File: src/rtl/arm_ctrl_pkg.sv
// Shared constants and types for the ARM ID-stage control sequencer.
// Opcode, mode and ALU command encodings plus the FSM state type.
package arm_ctrl_pkg;

   localparam logic [1:0] MODE_DP  = 2'b00;
   localparam logic [1:0] MODE_MEM = 2'b01;
   localparam logic [1:0] MODE_BR  = 2'b10;
   localparam logic [1:0] MODE_RSV = 2'b11;

   localparam logic [3:0] OP_AND  = 4'b0000;
   localparam logic [3:0] OP_EOR  = 4'b0001;
   localparam logic [3:0] OP_SUB  = 4'b0010;
   localparam logic [3:0] OP_SORT = 4'b0011;
   localparam logic [3:0] OP_ADD  = 4'b0100;
   localparam logic [3:0] OP_ADC  = 4'b0101;
   localparam logic [3:0] OP_SBC  = 4'b0110;
   localparam logic [3:0] OP_TST  = 4'b1000;
   localparam logic [3:0] OP_CMP  = 4'b1010;
   localparam logic [3:0] OP_ORR  = 4'b1100;
   localparam logic [3:0] OP_MOV  = 4'b1101;
   localparam logic [3:0] OP_MVN  = 4'b1111;

   localparam logic [3:0] ALU_MOV      = 4'b0001;
   localparam logic [3:0] ALU_ADD      = 4'b0010;
   localparam logic [3:0] ALU_ADC      = 4'b0011;
   localparam logic [3:0] ALU_SUB      = 4'b0100;
   localparam logic [3:0] ALU_SBC      = 4'b0101;
   localparam logic [3:0] ALU_AND      = 4'b0110;
   localparam logic [3:0] ALU_ORR      = 4'b0111;
   localparam logic [3:0] ALU_EOR      = 4'b1000;
   localparam logic [3:0] ALU_MVN      = 4'b1001;
   localparam logic [3:0] ALU_SORT_CMP = 4'b1010;
   localparam logic [3:0] ALU_SORT_SWP = 4'b1011;

   typedef enum logic {IDLE, SEQ} state_t;

   typedef struct packed {
      logic [3:0] alu_cmd;
      logic       mem_read;
      logic       mem_write;
      logic       wb_en;
      logic       branch;
      logic       s_out;
   } ctrl_t;

   function automatic logic [3:0] alu_of(input logic [3:0] op);
      case (op)
         OP_MOV:  alu_of = ALU_MOV;
         OP_MVN:  alu_of = ALU_MVN;
         OP_ADD:  alu_of = ALU_ADD;
         OP_ADC:  alu_of = ALU_ADC;
         OP_SUB:  alu_of = ALU_SUB;
         OP_SBC:  alu_of = ALU_SBC;
         OP_AND:  alu_of = ALU_AND;
         OP_ORR:  alu_of = ALU_ORR;
         OP_EOR:  alu_of = ALU_EOR;
         OP_CMP:  alu_of = ALU_SUB;
         OP_TST:  alu_of = ALU_AND;
         default: alu_of = ALU_MOV;
      endcase
   endfunction

endpackage

File: src/rtl/ctrl_sequencer_if.sv
// Instruction-in / control-out bundle between front end and sequencer.
// The sequencer is the slave; the front end (or bench) is the master.
interface ctrl_sequencer_if #(parameter int STEP_W = 1);

   logic              valid_in;
   logic [1:0]        mode;
   logic [3:0]        opcode;
   logic              s_in;
   logic              freeze;
   logic              flush;
   logic [3:0]        alu_cmd;
   logic              mem_read;
   logic              mem_write;
   logic              wb_en;
   logic              branch;
   logic              s_out;
   logic              valid_out;
   logic              stall_out;
   logic [STEP_W-1:0] step;
   logic              last_step;

   modport master (
      output valid_in, mode, opcode, s_in, freeze, flush,
      input  alu_cmd, mem_read, mem_write, wb_en, branch, s_out,
      input  valid_out, stall_out, step, last_step
   );

   modport slave (
      input  valid_in, mode, opcode, s_in, freeze, flush,
      output alu_cmd, mem_read, mem_write, wb_en, branch, s_out,
      output valid_out, stall_out, step, last_step
   );

endinterface

File: src/rtl/ctrl_decode.sv
// Combinational single-cycle decode of mode/opcode/S into control enables.
// An absent instruction decodes to an all-zero bubble.
module ctrl_decode
   import arm_ctrl_pkg::*;
(
   input  logic       valid,
   input  logic [1:0] mode,
   input  logic [3:0] opcode,
   input  logic       s_in,
   output ctrl_t      ctl
);

   always_comb begin
      ctl = '0;
      if (valid) begin
         unique case (1'b1)
            (mode == MODE_DP): begin
               ctl.alu_cmd = alu_of(opcode);
               ctl.s_out   = s_in;
               ctl.wb_en   = !(opcode == OP_CMP || opcode == OP_TST);
            end
            (mode == MODE_MEM): begin
               ctl.alu_cmd   = ALU_ADD;
               ctl.mem_read  = s_in;
               ctl.wb_en     = s_in;
               ctl.mem_write = !s_in;
            end
            (mode == MODE_BR): begin
               ctl.alu_cmd = alu_of(opcode);
               ctl.branch  = 1'b1;
            end
            default: ctl.alu_cmd = alu_of(opcode);
         endcase
      end
   end

endmodule

File: src/rtl/ctrl_sequencer.sv
// Registered control decoder that expands SORT into compare/swap micro-ops,
// stalling the front end while the sequence runs.
module ctrl_sequencer
   import arm_ctrl_pkg::*;
#(
   parameter int SORT_PAIRS = 1,
   parameter int STEP_W     = (SORT_PAIRS < 1) ? 1 : $clog2(2 * SORT_PAIRS)
) (
   input  logic             clk,
   input  logic             rst,
   ctrl_sequencer_if.slave  bus
);

   localparam int T = 2 * SORT_PAIRS;
   localparam logic [STEP_W-1:0] LAST = STEP_W'(T - 1);

   state_t            state;
   ctrl_t             dec;
   ctrl_t             ctl;
   logic              valid_q;
   logic              last_q;
   logic              cap_s;
   logic [STEP_W-1:0] step_q;
   logic [STEP_W-1:0] nxt;
   logic              sort_hit;

   ctrl_decode u_dec (
      .valid  (bus.valid_in),
      .mode   (bus.mode),
      .opcode (bus.opcode),
      .s_in   (bus.s_in),
      .ctl    (dec)
   );

   assign sort_hit = bus.valid_in && bus.mode == MODE_DP
                     && bus.opcode == OP_SORT;
   assign nxt = step_q + STEP_W'(1);

   always_ff @(posedge clk or negedge rst) begin
      if (!rst) begin
         state   <= IDLE;
         ctl     <= '0;
         valid_q <= 1'b0;
         last_q  <= 1'b0;
         step_q  <= '0;
         cap_s   <= 1'b0;
      end else if (bus.flush) begin
         state   <= IDLE;
         ctl     <= '0;
         valid_q <= 1'b0;
         last_q  <= 1'b0;
         step_q  <= '0;
      end else if (!bus.freeze) begin
         unique case (state)
            IDLE: begin
               step_q <= '0;
               if (sort_hit) begin
                  state   <= SEQ;
                  cap_s   <= bus.s_in;
                  ctl     <= '{alu_cmd: ALU_SORT_CMP, default: '0};
                  valid_q <= 1'b1;
                  last_q  <= 1'b0;
               end else begin
                  ctl     <= dec;
                  valid_q <= bus.valid_in;
                  last_q  <= bus.valid_in;
               end
            end
            SEQ: begin
               // odd micro-ops are swaps and write back; S rides the last one
               ctl <= '{alu_cmd: nxt[0] ? ALU_SORT_SWP : ALU_SORT_CMP,
                        wb_en:   nxt[0],
                        s_out:   (nxt == LAST) && cap_s,
                        default: '0};
               valid_q <= 1'b1;
               last_q  <= (nxt == LAST);
               step_q  <= nxt;
               if (nxt == LAST) state <= IDLE;
            end
            default: state <= IDLE;
         endcase
      end
   end

   assign bus.alu_cmd   = ctl.alu_cmd;
   assign bus.mem_read  = ctl.mem_read;
   assign bus.mem_write = ctl.mem_write;
   assign bus.wb_en     = ctl.wb_en;
   assign bus.branch    = ctl.branch;
   assign bus.s_out     = ctl.s_out;
   assign bus.valid_out = valid_q;
   assign bus.last_step = last_q;
   assign bus.step      = step_q;
   assign bus.stall_out = (state == SEQ);

endmodule
File: src/flat_wrapper.sv
// flat-port wrapper written by rule: the top's interface ports become plain ports
module ctrl_sequencer_flat import arm_ctrl_pkg::*;
#(
   parameter int SORT_PAIRS = 1,
   parameter int STEP_W     = (SORT_PAIRS < 1) ? 1 : $clog2(2 * SORT_PAIRS)
)
  (clk, rst, bus_valid_in, bus_mode, bus_opcode, bus_s_in, bus_freeze, bus_flush, bus_alu_cmd, bus_mem_read, bus_mem_write, bus_wb_en, bus_branch, bus_s_out, bus_valid_out, bus_stall_out, bus_step, bus_last_step);
  ctrl_sequencer_if #(.STEP_W(STEP_W)) bus_i ();
  input  logic clk;
  input  logic rst;
  input wire logic [$bits(bus_i.valid_in)-1:0] bus_valid_in;
  input wire logic [$bits(bus_i.mode)-1:0] bus_mode;
  input wire logic [$bits(bus_i.opcode)-1:0] bus_opcode;
  input wire logic [$bits(bus_i.s_in)-1:0] bus_s_in;
  input wire logic [$bits(bus_i.freeze)-1:0] bus_freeze;
  input wire logic [$bits(bus_i.flush)-1:0] bus_flush;
  output wire logic [$bits(bus_i.alu_cmd)-1:0] bus_alu_cmd;
  output wire logic [$bits(bus_i.mem_read)-1:0] bus_mem_read;
  output wire logic [$bits(bus_i.mem_write)-1:0] bus_mem_write;
  output wire logic [$bits(bus_i.wb_en)-1:0] bus_wb_en;
  output wire logic [$bits(bus_i.branch)-1:0] bus_branch;
  output wire logic [$bits(bus_i.s_out)-1:0] bus_s_out;
  output wire logic [$bits(bus_i.valid_out)-1:0] bus_valid_out;
  output wire logic [$bits(bus_i.stall_out)-1:0] bus_stall_out;
  output wire logic [$bits(bus_i.step)-1:0] bus_step;
  output wire logic [$bits(bus_i.last_step)-1:0] bus_last_step;
  assign bus_i.valid_in = bus_valid_in;
  assign bus_i.mode = bus_mode;
  assign bus_i.opcode = bus_opcode;
  assign bus_i.s_in = bus_s_in;
  assign bus_i.freeze = bus_freeze;
  assign bus_i.flush = bus_flush;
  assign bus_alu_cmd = bus_i.alu_cmd;
  assign bus_mem_read = bus_i.mem_read;
  assign bus_mem_write = bus_i.mem_write;
  assign bus_wb_en = bus_i.wb_en;
  assign bus_branch = bus_i.branch;
  assign bus_s_out = bus_i.s_out;
  assign bus_valid_out = bus_i.valid_out;
  assign bus_stall_out = bus_i.stall_out;
  assign bus_step = bus_i.step;
  assign bus_last_step = bus_i.last_step;
  ctrl_sequencer #(.SORT_PAIRS(SORT_PAIRS), .STEP_W(STEP_W)) u_core (.clk(clk), .rst(rst), .bus(bus_i));
endmodule
File: config.mk
export PLATFORM = sky130hd
export DESIGN_NAME = ctrl_sequencer_flat
export DESIGN_NICKNAME = d
export VERILOG_FILES = /design/src/rtl/arm_ctrl_pkg.sv /design/src/rtl/ctrl_sequencer_if.sv /design/src/rtl/ctrl_decode.sv /design/src/rtl/ctrl_sequencer.sv /design/src/flat_wrapper.sv
export SDC_FILE = /design/constraint.sdc
export NUM_CORES = 1
export LEC_CHECK = 0
export ABC_AREA = 1
export BUFFER_PORTS_ARGS = -buffer_cell sky130_fd_sc_hd__buf_2
export CAP_MARGIN = 40
export CORE_MARGIN = 4
export CORE_UTILIZATION = 52
export CTS_BUF_LIST = sky130_fd_sc_hd__clkbuf_2 sky130_fd_sc_hd__clkbuf_4 sky130_fd_sc_hd__clkbuf_8
export CTS_CLUSTER_DIAMETER = 200
export DETAILED_ROUTE_END_ITERATION = 10
export PLACE_DENSITY = 0.78
export SYNTH_ARGS = -nofsm -noshare
export SYNTH_HDL_FRONTEND = slang
export SYNTH_SLANG_ARGS = --single-unit
File: constraint.sdc
create_clock -name clk -period 1.4 [get_ports clk]
set_input_delay 0.14 -clock clk [delete_from_list [all_inputs] [get_ports clk]]
set_output_delay 0.14 -clock clk [all_outputs]
set_load 0.05 [all_outputs]
Yosys cells after proc, flatten, opt, wreduce, memory -nomap -nowiden
Memory sizes are Yosys's and may differ from the RTL's. Cells that the tools add are included. Widths: inputs -> output; s select.

Add/sub/neg operators: 1. Reductions and logical operators: 8. Multiplexer cells: 27. Eq/ne operators: 6. Bitwise gates (word level): 3.

Operator list (count): $mux 9 (4); $pmux 9 s2 (1); $mux 1 (15); $pmux 4 s3 (1); $pmux 1 s2 (5); $eq 4x4->1 const B (2); $eq 4x2->1 const B (1); $reduce_and 4->1 (1); $logic_and 1x1->1 (3); $not 1->1 (3); $eq 2x1->1 const B (1); $eq 2x2->1 const B (1); $logic_not 1->1 (2); $logic_not 2->1 (1); $mux 2 (1); $ne 2x1->1 const B (1); $add 1x1->1 const B (1); $logic_or 1x1->1 (1).

Logic and storage cells: 59. Memories: 3. Input port bits: 12. Bits in read-only memories: 192. Output and inout bits: 13. Flip-flop bits (word level): 14.

Memories: (name not given) (words 16, width 4, rd ports 1, clocked after Yosys merged registers in 0, write ports 0, line arm_ctrl_pkg.sv:47) `case (op)`; (name not given) (words 16, width 4, rd ports 1, clocked after Yosys merged registers in 0, write ports 0, line arm_ctrl_pkg.sv:47); (name not given) (words 16, width 4, rd ports 1, clocked after Yosys merged registers in 0, write ports 0, line arm_ctrl_pkg.sv:47).

Depth between registers and ports, before layout
Gate-level depths: netlist of run 1.

Word-level depth: 9. Gate-level depth with buffers: 8. Mapped depth without buffers: 8.

By module
Synthesis of run 1 repeated with hierarchy kept, for this count alone.

Cell total of the unflattened synthesis: 141. Area, all modules: 922.1 µm².

By module, submodules not included: ctrl_sequencer (seq. area each 350.3 µm², instances 1, area each 748.2 µm², cells each 100); ctrl_decode (seq. area each 0.0 µm², instances 1, area each 173.9 µm², cells each 41).

Worst setup path after synthesis of run 1
No wires, ideal clock.

Kind: register to register. From: register u_core.state (netlist: u_core.bus.stall_out). To: register u_core.cap_s. Arrival time: 1256 ps. Setup slack: 27 ps. Clock period less this slack: 1373 ps. Buffers on the path: 0. Library setup time: 117 ps. Required time: 1283 ps. Cell stages (with the launch flop): 8. Cell sequence: dfrtp_1 -> inv_1 -> nand2_1 -> inv_2 -> nand2_2 -> nand2_1 -> o21ai_1 -> inv_1.

Longest elaborated chain between the ends: 2.

RTL lines: start, declared (line ctrl_sequencer.sv:17) `state_t state;`; start signal, assigned (line ctrl_sequencer.sv:41) `state <= IDLE;`; start signal, assigned (line ctrl_sequencer.sv:48) `state <= IDLE;`; start signal, assigned (line ctrl_sequencer.sv:58) `state <= SEQ;`; $not 1->1 (no source line); $reduce_and 4->1 (no source line); end signal, assigned (line ctrl_sequencer.sv:59) `cap_s <= bus.s_in;`; end, declared (line ctrl_sequencer.sv:22) `logic cap_s;`.

No other way between the ends. A chain may end at the register's enable or synchronous reset.

Final worst setup path of run 1
From: register u_core.state (netlist: u_core.bus.stall_out). To: output bus_stall_out.

RTL lines: end, declared (line flat_wrapper.sv:24) `output wire logic [$bits(bus_i.stall_out)-1:0] bus_stall_out;`.

No word-level cell between the ends.

==> impl_results.md, run 1 <==
- Total GRT Usage: 18.0%
- Slowest cell delay on critical path: 430 ps
- Dpl hpwl: 1.39 mm
- Drt total wl: 1.84 mm
- Ys Warns: 0
- CP endpoint kind: primary output
- Vias in the first global route: 640
- CP top delay family: flip-flops
- Slowest-stage cell, CP: dfrtp_1
- Switching Fraction: 30.5%
- Width of the die: 47.6 microns
- Crit. Startpoint: u_core.bus.stall_out
- GRT overflow: 0
- Clock tree buffer depth: 2
- Post-Syn Nets: 129
- Register area share after synthesis: 42.9%
- Post-Place Setup Slack: 267 ps
- Die ar.: 2270 sq um
- Syn Std Cell Area: 817 sq um
- Clk root buf: clkbuf_4
- Area contributors post-synth: dfrtp_1 (43%), nand2_1 (21%), inv_1 (6.4%), nand3_1 (4.9%), o21ai_0 (4.9%)
- Final setup violation count: 0
- Final Slew Violations: 0
- DRT antenna net count: 0
- # H-tree levels: 1
- CTS clk-pin slew, worst paths: 100 ps
- Setup TNS: 0 ps
- Fin. Hold Viols: 0
- Cell taking the most area after synthesis: dfrtp_1
- Die height: 47.6 microns
- DRC: 0
- Tmin final: 1150 ps
- Final period util: 82.5%
- CP Cell Sequence: buf_2
- CP required: 1260 ps
- Synth top area share: 42.9%
- Sw Pwr: 0.000273 W
- Core area: 1490 sq um
- GP Congestion: 0.853
- Clock power frac: 34.1%
- Layout cells sized above 1: 29.0%
- Hold_ws: 128 ps
- Routed wire per std cell: 11.4 microns
- Seq cells post-synth: 14
- TritonCTS buffer count: 3
- Clock Latency Late Sink: 290 ps
- Setup ws final: 245 ps
- Yosys cell types: 18
- P_int: 0.000621 W
- Reg-to-reg startpoint: u_core.bus.stall_out
- Number of DRC markers in iteration 0: 21
- Post-layout power: 0.000894 W
- RSZ-0062 raised after global routing: no
- Critical path class: register to primary output
- CTS Sinks: 14
- Initial antenna violation count: 0
- CP startpoint kind: register
- Syn Area/Cell: 6.98 sq um
- TritonCTS clock tree: built
- First-pass GRT wire length: 2.77 mm
- Lkg Pwr: 0.608 nW
- Crit path buffers/inverters: 1
- Min-delay worst type: input pin to register
- # fillers: 135
- Largest net degree at the start of global routing: 15
- Sequential power share: 47.1%
- Layout Utilization: 67.1%
- Area added between synthesis and finish: 22.2%
- Max FO, Critical Path: 6
- Ant. Diodes: 0
- Port Buffers: 24
- Number of max-cap violations: 0
- Slew HR: 75.3%
- First-pass DRT Iterations: 4
- Achievable frequency: 866 MHz
- Starting density of the core: 54.9%
- Nets@finish: 158
- Via count: 801
- Num ports: 25
- Worst-margin pin slew: 370 ps
- Outcome: finished clean
- Pwr/cell area: 895 nW/um^2
- Hold Crit Start: bus_s_in
- Vias/cell: 4.98
- Combinational Power Share: 18.9%
- Crit path DAT: 1010 ps
- Worst vdd ir: 656 uV
- Skew final: 11.3 ps
- Cell Rows: 14
- Cells after Synth: 117
==> kinds of logic (layout without fill, tap and decap cells) <==
| kind of cell | Yosys count | in the layout | share of synthesized area [%] |
|---|---|---|---|
| simple gates | 72 | 72 | 40.0 |
| buf+inv | 18 | 46 | 8.42 |
| compound gates | 13 | 13 | 8.73 |
| flops | 14 | 14 | 42.9 |
==> final timing paths <==
path,to,slack (ps),depth (start not counted)
setup / recovery,bus_stall_out,250,1
hold / removal,u_core.cap_s,130,3
setup reg to reg,u_core.cap_s,270,6
hold reg to reg,u_core.bus.valid_out,480,2
max in group asynchronous,u_core.bus.stall_out,890,2
min in group asynchronous,u_core.bus.alu_cmd[2],260,2
==> Yosys cell counts <==
library cell and instances:
a21oi_1 1, a22o_1 1, buf_2 1, dfrtp_1 14, inv_1 14, inv_2 3, nand2_1 46, nand2_2 5
nand2_4 1, nand3_1 8, nand4_1 1, nor2_1 5, nor2_2 3, nor2_4 2, nor3_1 1, o211ai_1 1
o21ai_0 8, o21ai_1 2
==> repair_timing <==
item / 4_1_cts / 5_1_grt
endpoints found under the hold margin: 14 / 0
setup buffers: 0 / 0
resized for setup: 0 / 0
hold buffers: 1 / 0
==> cell type report <==
cell class                 count  area [sq um]  share of cell area [%]
clock buffer                   4          36.3                    3.63
tap                           16          20.0                    2.01
multi-input combinational     85           398                    39.8
sequential                    14           350                    35.1
inverter                      17          63.8                    6.39
timing repair buffer          25           130                    13.0
==> per-stage QoR <==
stage	cells	area, sq um
6_report	161	998
3_5_place_dp	156	952
3_3_place_gp	156	952
2_1_floorplan	117	817
5_1_grt	161	998
4_1_cts	161	998
==> registers in the layout (all words and copies together), names as in the netlist <==
register and cells:
u_core.bus.alu_cmd 4, u_core.bus.branch 1, u_core.bus.last_step 1, u_core.bus.mem_read 1
u_core.bus.mem_write 1, u_core.bus.s_out 1, u_core.bus.stall_out 1, u_core.bus.step 1
u_core.bus.valid_out 1, u_core.bus.wb_en 1, u_core.cap_s 1
==> cell usage in the layout (no fill, tap or decap) <==
cell type,count
a21oi_1,1
a22o_1,1
buf_2,24
clkbuf_4,3
clkbuf_8,1
dfrtp_1,14
dlygate4sd3_1,1
inv_1,14
inv_2,3
nand2_1,46
nand2_2,5
nand2_4,1
nand3_1,8
nand4_1,1
nor2_1,5
nor2_2,3
nor2_4,2
nor3_1,1
o211ai_1,1
o21ai_0,8
o21ai_1,2
==> power by group through the flow <==
stage	logic, W	registers, W	clock network (W)
global route	0.000186	0.000423	0.000326
floorplan	0.0000706	0.000466	0
finish	0.000169	0.000421	0.000305
global placement	0.000164	0.000428	0
detailed placement	0.000167	0.000429	0
CTS	0.000170	0.000421	0.000313
==> metal layers <==
metal  part of all wire (%)  track usage [%]
met1                     47             25.5
met5                      0                0
met4                    2.6             12.9
met3                    5.4             3.38
met2                     45             24.3
No activity file was read; power rests on OpenSTA's default activity.
==> inputs of run 2 (changes only) <==
--- a/config.mk
+++ b/config.mk
@@ -9,11 +9,11 @@
 export BUFFER_PORTS_ARGS = -buffer_cell sky130_fd_sc_hd__buf_2
 export CAP_MARGIN = 40
 export CORE_MARGIN = 4
-export CORE_UTILIZATION = 52
+export CORE_UTILIZATION = 47
 export CTS_BUF_LIST = sky130_fd_sc_hd__clkbuf_2 sky130_fd_sc_hd__clkbuf_4 sky130_fd_sc_hd__clkbuf_8
 export CTS_CLUSTER_DIAMETER = 200
 export DETAILED_ROUTE_END_ITERATION = 10
-export PLACE_DENSITY = 0.78
+export PLACE_DENSITY = 0.74
 export SYNTH_ARGS = -nofsm -noshare
 export SYNTH_HDL_FRONTEND = slang
 export SYNTH_SLANG_ARGS = --single-unit
==> constraint.sdc (replaced) <==
create_clock -name clk -period 0.9 [get_ports clk]
set_input_delay 0.09 -clock clk [delete_from_list [all_inputs] [get_ports clk]]
set_output_delay 0.09 -clock clk [all_outputs]
set_load 0.05 [all_outputs]
==> run 2 against run 1 <==
Effect of this change: the flow now finishes with violations (negative setup slack); wire length is 33% higher; utilization is 15 points higher; worst hold slack worse by 47 ps; combinational power is 100% higher; via count is 18% higher; count of clock-buffer cells in the layout stayed put; clock skew is 6.3 ps lower; largest cell class unchanged; sequential share of layout area is 7.7 points lower; worst setup slack worse by 430 ps; total power is 66% higher; non-clock buffer count is 19 higher; first-iteration DRC count is 81% higher.
==> impl_results.md, run 2 (synthesis gave the netlist of run 1 again) <==
- Commonest cells after routing, fill and taps aside: nand2_1 (45), buf_4 (17), buf_6 (14)
- P_int: 0.00102 W (+64%)
- Post-layout power: 0.00148 W (+66%)
- Starting density of the core: 51.8% (-3.0 points)
- Switching Fraction: 30.9% (+0.43 points)
- Core area: 1580 sq um (+5.9%)
- Dpl hpwl: 1.60 mm (+15%)
- Outcome: finished with violations
- Final setup violation count: 27 (+27)
- Setup TNS: -1600 ps (-1600 ps)
- Sequential power share: 44.6% (-2.5 points)
- Total GRT Usage: 20.9% (+2.8 points)
- Clk root buf: clkbuf_4
- Fin. Hold Viols: 0 (unchanged)
- CTS Sinks: 14 (unchanged)
- DRC: 0 (unchanged)
- Crit path DAT: 1280 ps (+270 ps)
- Die ar.: 2470 sq um (+8.8%)
- Cell Rows: 14 (unchanged)
- Die height: 49.7 microns (+4.3%)
- Width of the die: 49.7 microns (+4.3%)
- GP Congestion: 0.842 (-1.3%)
- Post-Place Setup Slack: -112 ps (-379 ps)
- Slowest-stage cell, CP: dfrtp_2
- Setup ws final: -187 ps (-432 ps)
- Worst-margin pin slew: 355 ps (-15.6 ps)
- CP most frequent cell: nand2_1
- Most common cell after layout, fill and taps aside: nand2_1
- CTS clk-pin slew, worst paths: 90 ps (about the same)
- Pwr/cell area: 1150 nW/um^2 (+28%)
- Clock tree buffer depth: 2 (unchanged)
- Vias in the first global route: 874 (+37%)
- Area added between synthesis and finish: 57.4%
- RSZ-0062 raised after global routing: yes
- Largest net degree at the start of global routing: 15 (unchanged)
- Critical path class: register to register
- Failing checks: negative setup slack
- CP startpoint kind: register
- Layout cells sized above 1: 44.5% (+16 points)
- Ant. Diodes: 0 (unchanged)
- Routed wire per std cell: 13.5 microns (+19%)
- Number of DRC markers in iteration 0: 38 (+81%)
- Max FFs per register: 4 (unchanged)
- Initial antenna violation count: 0 (unchanged)
- CP required: 1090 ps (-170 ps)
- TritonCTS clock tree: built
- TritonCTS buffer count: 3 (unchanged)
- Worst vdd ir: 885 uV (+35%)
- Tmin final: 1090 ps
- DRT antenna net count: 0 (unchanged)
- Achievable frequency: 920 MHz
- Final Slew Violations: 0 (unchanged)
- Lkg Pwr: 0.726 nW (+19%)
- Drt total wl: 2.44 mm (+33%)
- Num ports: 25 (unchanged)
- Slowest cell delay on critical path: 430 ps (about the same)
- Clock power frac: 32.3% (-1.8 points)
- Vias/cell: 5.26 (+5.6%)
- # H-tree levels: 1 (unchanged)
- CP Cell Sequence: buf_6 -> buf_4 -> nor2_4 -> nand2_1 -> nand2_1 -> nand2_1
- Max FO, Critical Path: 4 (-2)
- Final period util: 121%
- Clock Latency Late Sink: 290 ps (about the same)
- Via count: 946 (+18%)
- Min-delay worst type: input pin to register
- CP top delay family: flip-flops
- Combinational Power Share: 23.2% (+4.3 points)
- Number of max-cap violations: 0 (unchanged)
- Port Buffers: 24 (unchanged)
- First-pass GRT wire length: 3.82 mm (+38%)
- Nets@finish: 177 (+12%)
- Skew final: 5.02 ps (-6.26 ps)
- GRT overflow: 0 (unchanged)
- CP endpoint kind: register
- Slew HR: 76.3% (+1.0 points)
- Crit path buffers/inverters: 2 (+1)
- Sw Pwr: 0.000458 W (+68%)
- First-pass DRT Iterations: 4 (unchanged)
[run 2: final cells by class]
cell class	count	area, sq um
flip-flops and latches	14	353
multi-input cells	85	445
repair buffers	44	365
clock buffers	4	36.3
fillers	102	290
inverters	17	66.3
well taps	16	20.0
[run 2: through the flow]
| stage | hold slack (ps) | utilization, % | cell area [sq um] | instances |
|---|---|---|---|---|
| after floorplan | -206 | - | 822 | 117 |
| after global placement | 4.32 | 64.0 | 1010 | 163 |
| after detailed placement | 9.58 | 64.0 | 1010 | 163 |
| after CTS | 73.7 | 77.5 | 1220 | 174 |
| after global routing | 81.0 | 81.6 | 1290 | 180 |
| final | 80.7 | 81.6 | 1290 | 180 |
[run 2: repair_timing]
item,in CTS,in global routing
hold buffers,1,0
pin swaps,6,0
gates cloned,0,0
gates resized for setup,37,4
endpoints found under the setup margin,22,27
setup buffers,6,6
endpoints found under the hold margin,14,0
[run 2: layer usage]
layer | vias to the layer above | track usage, % | part of all wire, %
li1 | 457 | - | -
met1 | 424 | 25.0 | 42
met2 | 52 | 32.6 | 47
met3 | 13 | 4.82 | 6.2
met4 | 0 | 14.7 | 4.7
met5 | - | 0 | 0
[run 2: worst paths after layout]
check | endpoint | slack [ps] | cells after the start | startpoint
worst min-delay path | u_core.bus.step | 80 | 4 | bus_freeze
max in group asynchronous | u_core.bus.step | 420 | 2 | rst
worst max-delay path | u_core.bus.alu_cmd[1] | -190 | 6 | u_core.bus.stall_out
worst max register to register | u_core.bus.alu_cmd[1] | -190 | 6 | u_core.bus.stall_out
min in group asynchronous | u_core.bus.alu_cmd[0] | 220 | 2 | rst
worst min register to register | u_core.bus.alu_cmd[3] | 510 | 2 | u_core.bus.alu_cmd[3]
[run 2: power by group through the flow]
stage                     Clock (W)  Sequential (W)  Combinational, W
after floorplan                   0        0.000725          0.000111
after global placement            0        0.000666          0.000275
after detailed placement          0        0.000668          0.000280
after CTS                  0.000477        0.000659          0.000323
after global routing       0.000535        0.000662          0.000373
final                      0.000478        0.000659          0.000343
[run 2: worst reg2reg max path: stages, from the launching register on]
cell and delay, ps:
dfrtp_2 430, buf_6 130, buf_4 130, nor2_4 100, nand2_1 70, nand2_1 70, nand2_1 50
==> inputs of run 3 (changes only) <==
--- a/config.mk
+++ b/config.mk
@@ -8,8 +8,9 @@
 export ABC_AREA = 1
 export BUFFER_PORTS_ARGS = -buffer_cell sky130_fd_sc_hd__buf_2
 export CAP_MARGIN = 40
-export CORE_MARGIN = 4
-export CORE_UTILIZATION = 47
+export CELL_PAD_IN_SITES_DETAIL_PLACEMENT = 0
+export CELL_PAD_IN_SITES_GLOBAL_PLACEMENT = 2
+export CORE_UTILIZATION = 25
 export CTS_BUF_LIST = sky130_fd_sc_hd__clkbuf_2 sky130_fd_sc_hd__clkbuf_4 sky130_fd_sc_hd__clkbuf_8
 export CTS_CLUSTER_DIAMETER = 200
 export DETAILED_ROUTE_END_ITERATION = 10
==> run 3 against run 2 <==
Effect of this change: sequential power barely moved; worst hold slack got worse by 8.1 ps; highest routed layer is now met3; clock skew grew 3.8 ps; first-iteration DRC count decreased by 29%; largest power group unchanged; final area down 1.8%; via count is 10% lower; the run still ends with negative setup slack left.
==> impl_results.md, run 3 (synthesis gave the netlist of run 1 again) <==
- Outcome: finished with violations
- Failing checks: negative setup slack
- Vias in the first global route: 806 (-7.8%)
- Starting density of the core: 26.5% (-25 points)
- Crit path buffers/inverters: 2 (unchanged)
- Layout cells sized above 1: 39.1% (-5.4 points)
- Crit. Startpoint: u_core.bus.stall_out
- Worst r2r dst: u_core.bus.alu_cmd[1]
- CP Cell Sequence: buf_6 -> buf_8
- Clock tree buffer depth: 2 (unchanged)
- RSZ-0062 raised after global routing: yes
- Slew HR: 73.5% (-2.8 points)
- Final Slew Violations: 0 (unchanged)
- Lkg Pwr: 0.698 nW (-3.8%)
- Total GRT Usage: 13.0% (-7.8 points)
- CP required: 810 ps (-280 ps)
- DRT antenna net count: 0 (unchanged)
- Dpl hpwl: 1.63 mm (+1.4%)
- # H-tree levels: 1 (unchanged)
- Drt total wl: 1.99 mm (-19%)
- Width of the die: 59.2 microns (+19%)
- Setup TNS: -1210 ps (+387 ps)
- Port Buffers: 24 (unchanged)
- Dpl cell area: 1070 sq um (+6.4%)
- Achievable frequency: 930 MHz (+1.1%)
- Clock Latency Late Sink: 280 ps (about the same)
- Most common cell after layout, fill and taps aside: nand2_1
- Fin. Hold Viols: 0 (unchanged)
- Clk root buf: clkbuf_4
- Slowest-stage cell, CP: dfrtp_2
- Core area: 3080 sq um (+95%)
- Area added between synthesis and finish: 54.7%
- GRT overflow: 0 (unchanged)
- Tmin final: 1080 ps (-12.0 ps)
- Number of DRC markers in iteration 0: 27 (-29%)
- End of the critical path: bus_stall_out
- Reg-to-reg startpoint: u_core.bus.stall_out
- Final period util: 119% (-1.3 points)
- Commonest cells after routing, fill and taps aside: nand2_1 (45), buf_6 (14), buf_4 (14)
- GP Congestion: 0.859 (+2.0%)
- Pwr/cell area: 1130 nW/um^2 (-1.4%)
- First-pass GRT wire length: 3.46 mm (-9.6%)
- Placed instance count: 195 (+20%)
- CTS clk-pin slew, worst paths: 90 ps (about the same)
- CP startpoint kind: register
- Hold_ws: 72.5 ps (-8.10 ps)
- Num ports: 25 (unchanged)
- Ant. Diodes: 0 (unchanged)
- Cell Rows: 20 (+6)
- Max FFs per register: 4 (unchanged)
- Post-Layout Cell Count: 205 (+14%)
- Number of max-cap violations: 0 (unchanged)
- Largest net degree at the start of global routing: 15 (unchanged)
- Setup ws final: -175 ps (+12.0 ps)
- TritonCTS clock tree: built
- Worst path depth: 2 (-4)
- Initial antenna violation count: 0 (unchanged)
- R2R setup slack: -160 ps (+30 ps)
- Die ar.: 3500 sq um (+42%)
- Worst-margin pin slew: 397 ps (+41.8 ps)
- CP top delay family: flip-flops
- TritonCTS buffer count: 3 (unchanged)
- Die height: 59.2 microns (+19%)
- Min-delay worst type: input pin to register
- Routed wire per std cell: 9.68 microns (-29%)
- R2r worst-path depth: 6 (unchanged)
- Nets@finish: 174 (-1.7%)
- Post-layout power: 0.00143 W (-3.1%)
- Slowest cell delay on critical path: 430 ps (about the same)
- Finished Cell Area: 1260 sq um (-1.8%)
- First-pass DRT Iterations: 4 (unchanged)
- CP endpoint kind: primary output
- CTS Sinks: 14 (unchanged)
- Max FO, Critical Path: 4 (unchanged)
- Skew final: 8.84 ps (+3.82 ps)
- Crit path DAT: 990 ps (-290 ps)
- Worst vdd ir: 307 uV (-65%)
- Via count: 849 (-10%)
- Vias/cell: 4.14 (-21%)
- DRC: 0 (unchanged)
- Final setup violation count: 25 (-7.4%)
- Critical path class: register to primary output
-- run 3: worst reg2reg max path, delay by kind of cell (launching register included) --
kind                   cells  cell delay [ps]
buffers and inverters      2              240
and+or+nand+nor            4              270
DFF                        1              430
-- run 3: layer usage --
layer | track usage [%] | wire length (microns)
met5 | 0 | 0
met4 | 5.10 | 0
met3 | 2.40 | 61
met2 | 21.1 | 969
met1 | 17.2 | 953
-- run 3: cell type report --
type / instances / area (sq um)
clock buffer: 4 / 36.3
timing repair buffer: 41 / 343
tap: 44 / 55.1
multi-input combinational: 85 / 410
sequential: 14 / 353
inverter: 17 / 66.3
fill: 346 / 1810
-- run 3: how the worst min path moves through the flow --
stage,start,endpoint,slack (ps),depth (start not counted)
2_1_floorplan,rst,u_core.bus.alu_cmd[0],-210,0
3_3_place_gp,rst,u_core.bus.alu_cmd[0],10,1
3_5_place_dp,rst,u_core.bus.alu_cmd[0],6,1
4_1_cts,bus_s_in,u_core.cap_s,70,3
5_1_grt,bus_s_in,u_core.cap_s,90,3
6_report,bus_s_in,u_core.cap_s,70,3
-- run 3: report_power, final --
| group | internal, W | switching, W | leakage [nW] |
|---|---|---|---|
| clock | 0.000246 | 0.000206 | 0.0210 |
| combinational | 0.000126 | 0.000198 | 0.493 |
| sequential | 0.000646 | 0.0000112 | 0.184 |
-- run 3: repair_timing --
action	4_1_cts	5_1_grt
hold endpoints to repair	14	0
setup endpoints to repair	24	27
resized for setup	31	2
setup buffers	3	2
hold buffers	1	0
pin swaps	0	2
-- run 3: per-stage QoR --
step,worst slack [ps],util [%]
5_1_grt,-221,41.1
2_1_floorplan,-211,-
4_1_cts,-181,40.4
3_5_place_dp,-135,34.9
6_report,-175,41.1
3_3_place_gp,-120,34.9
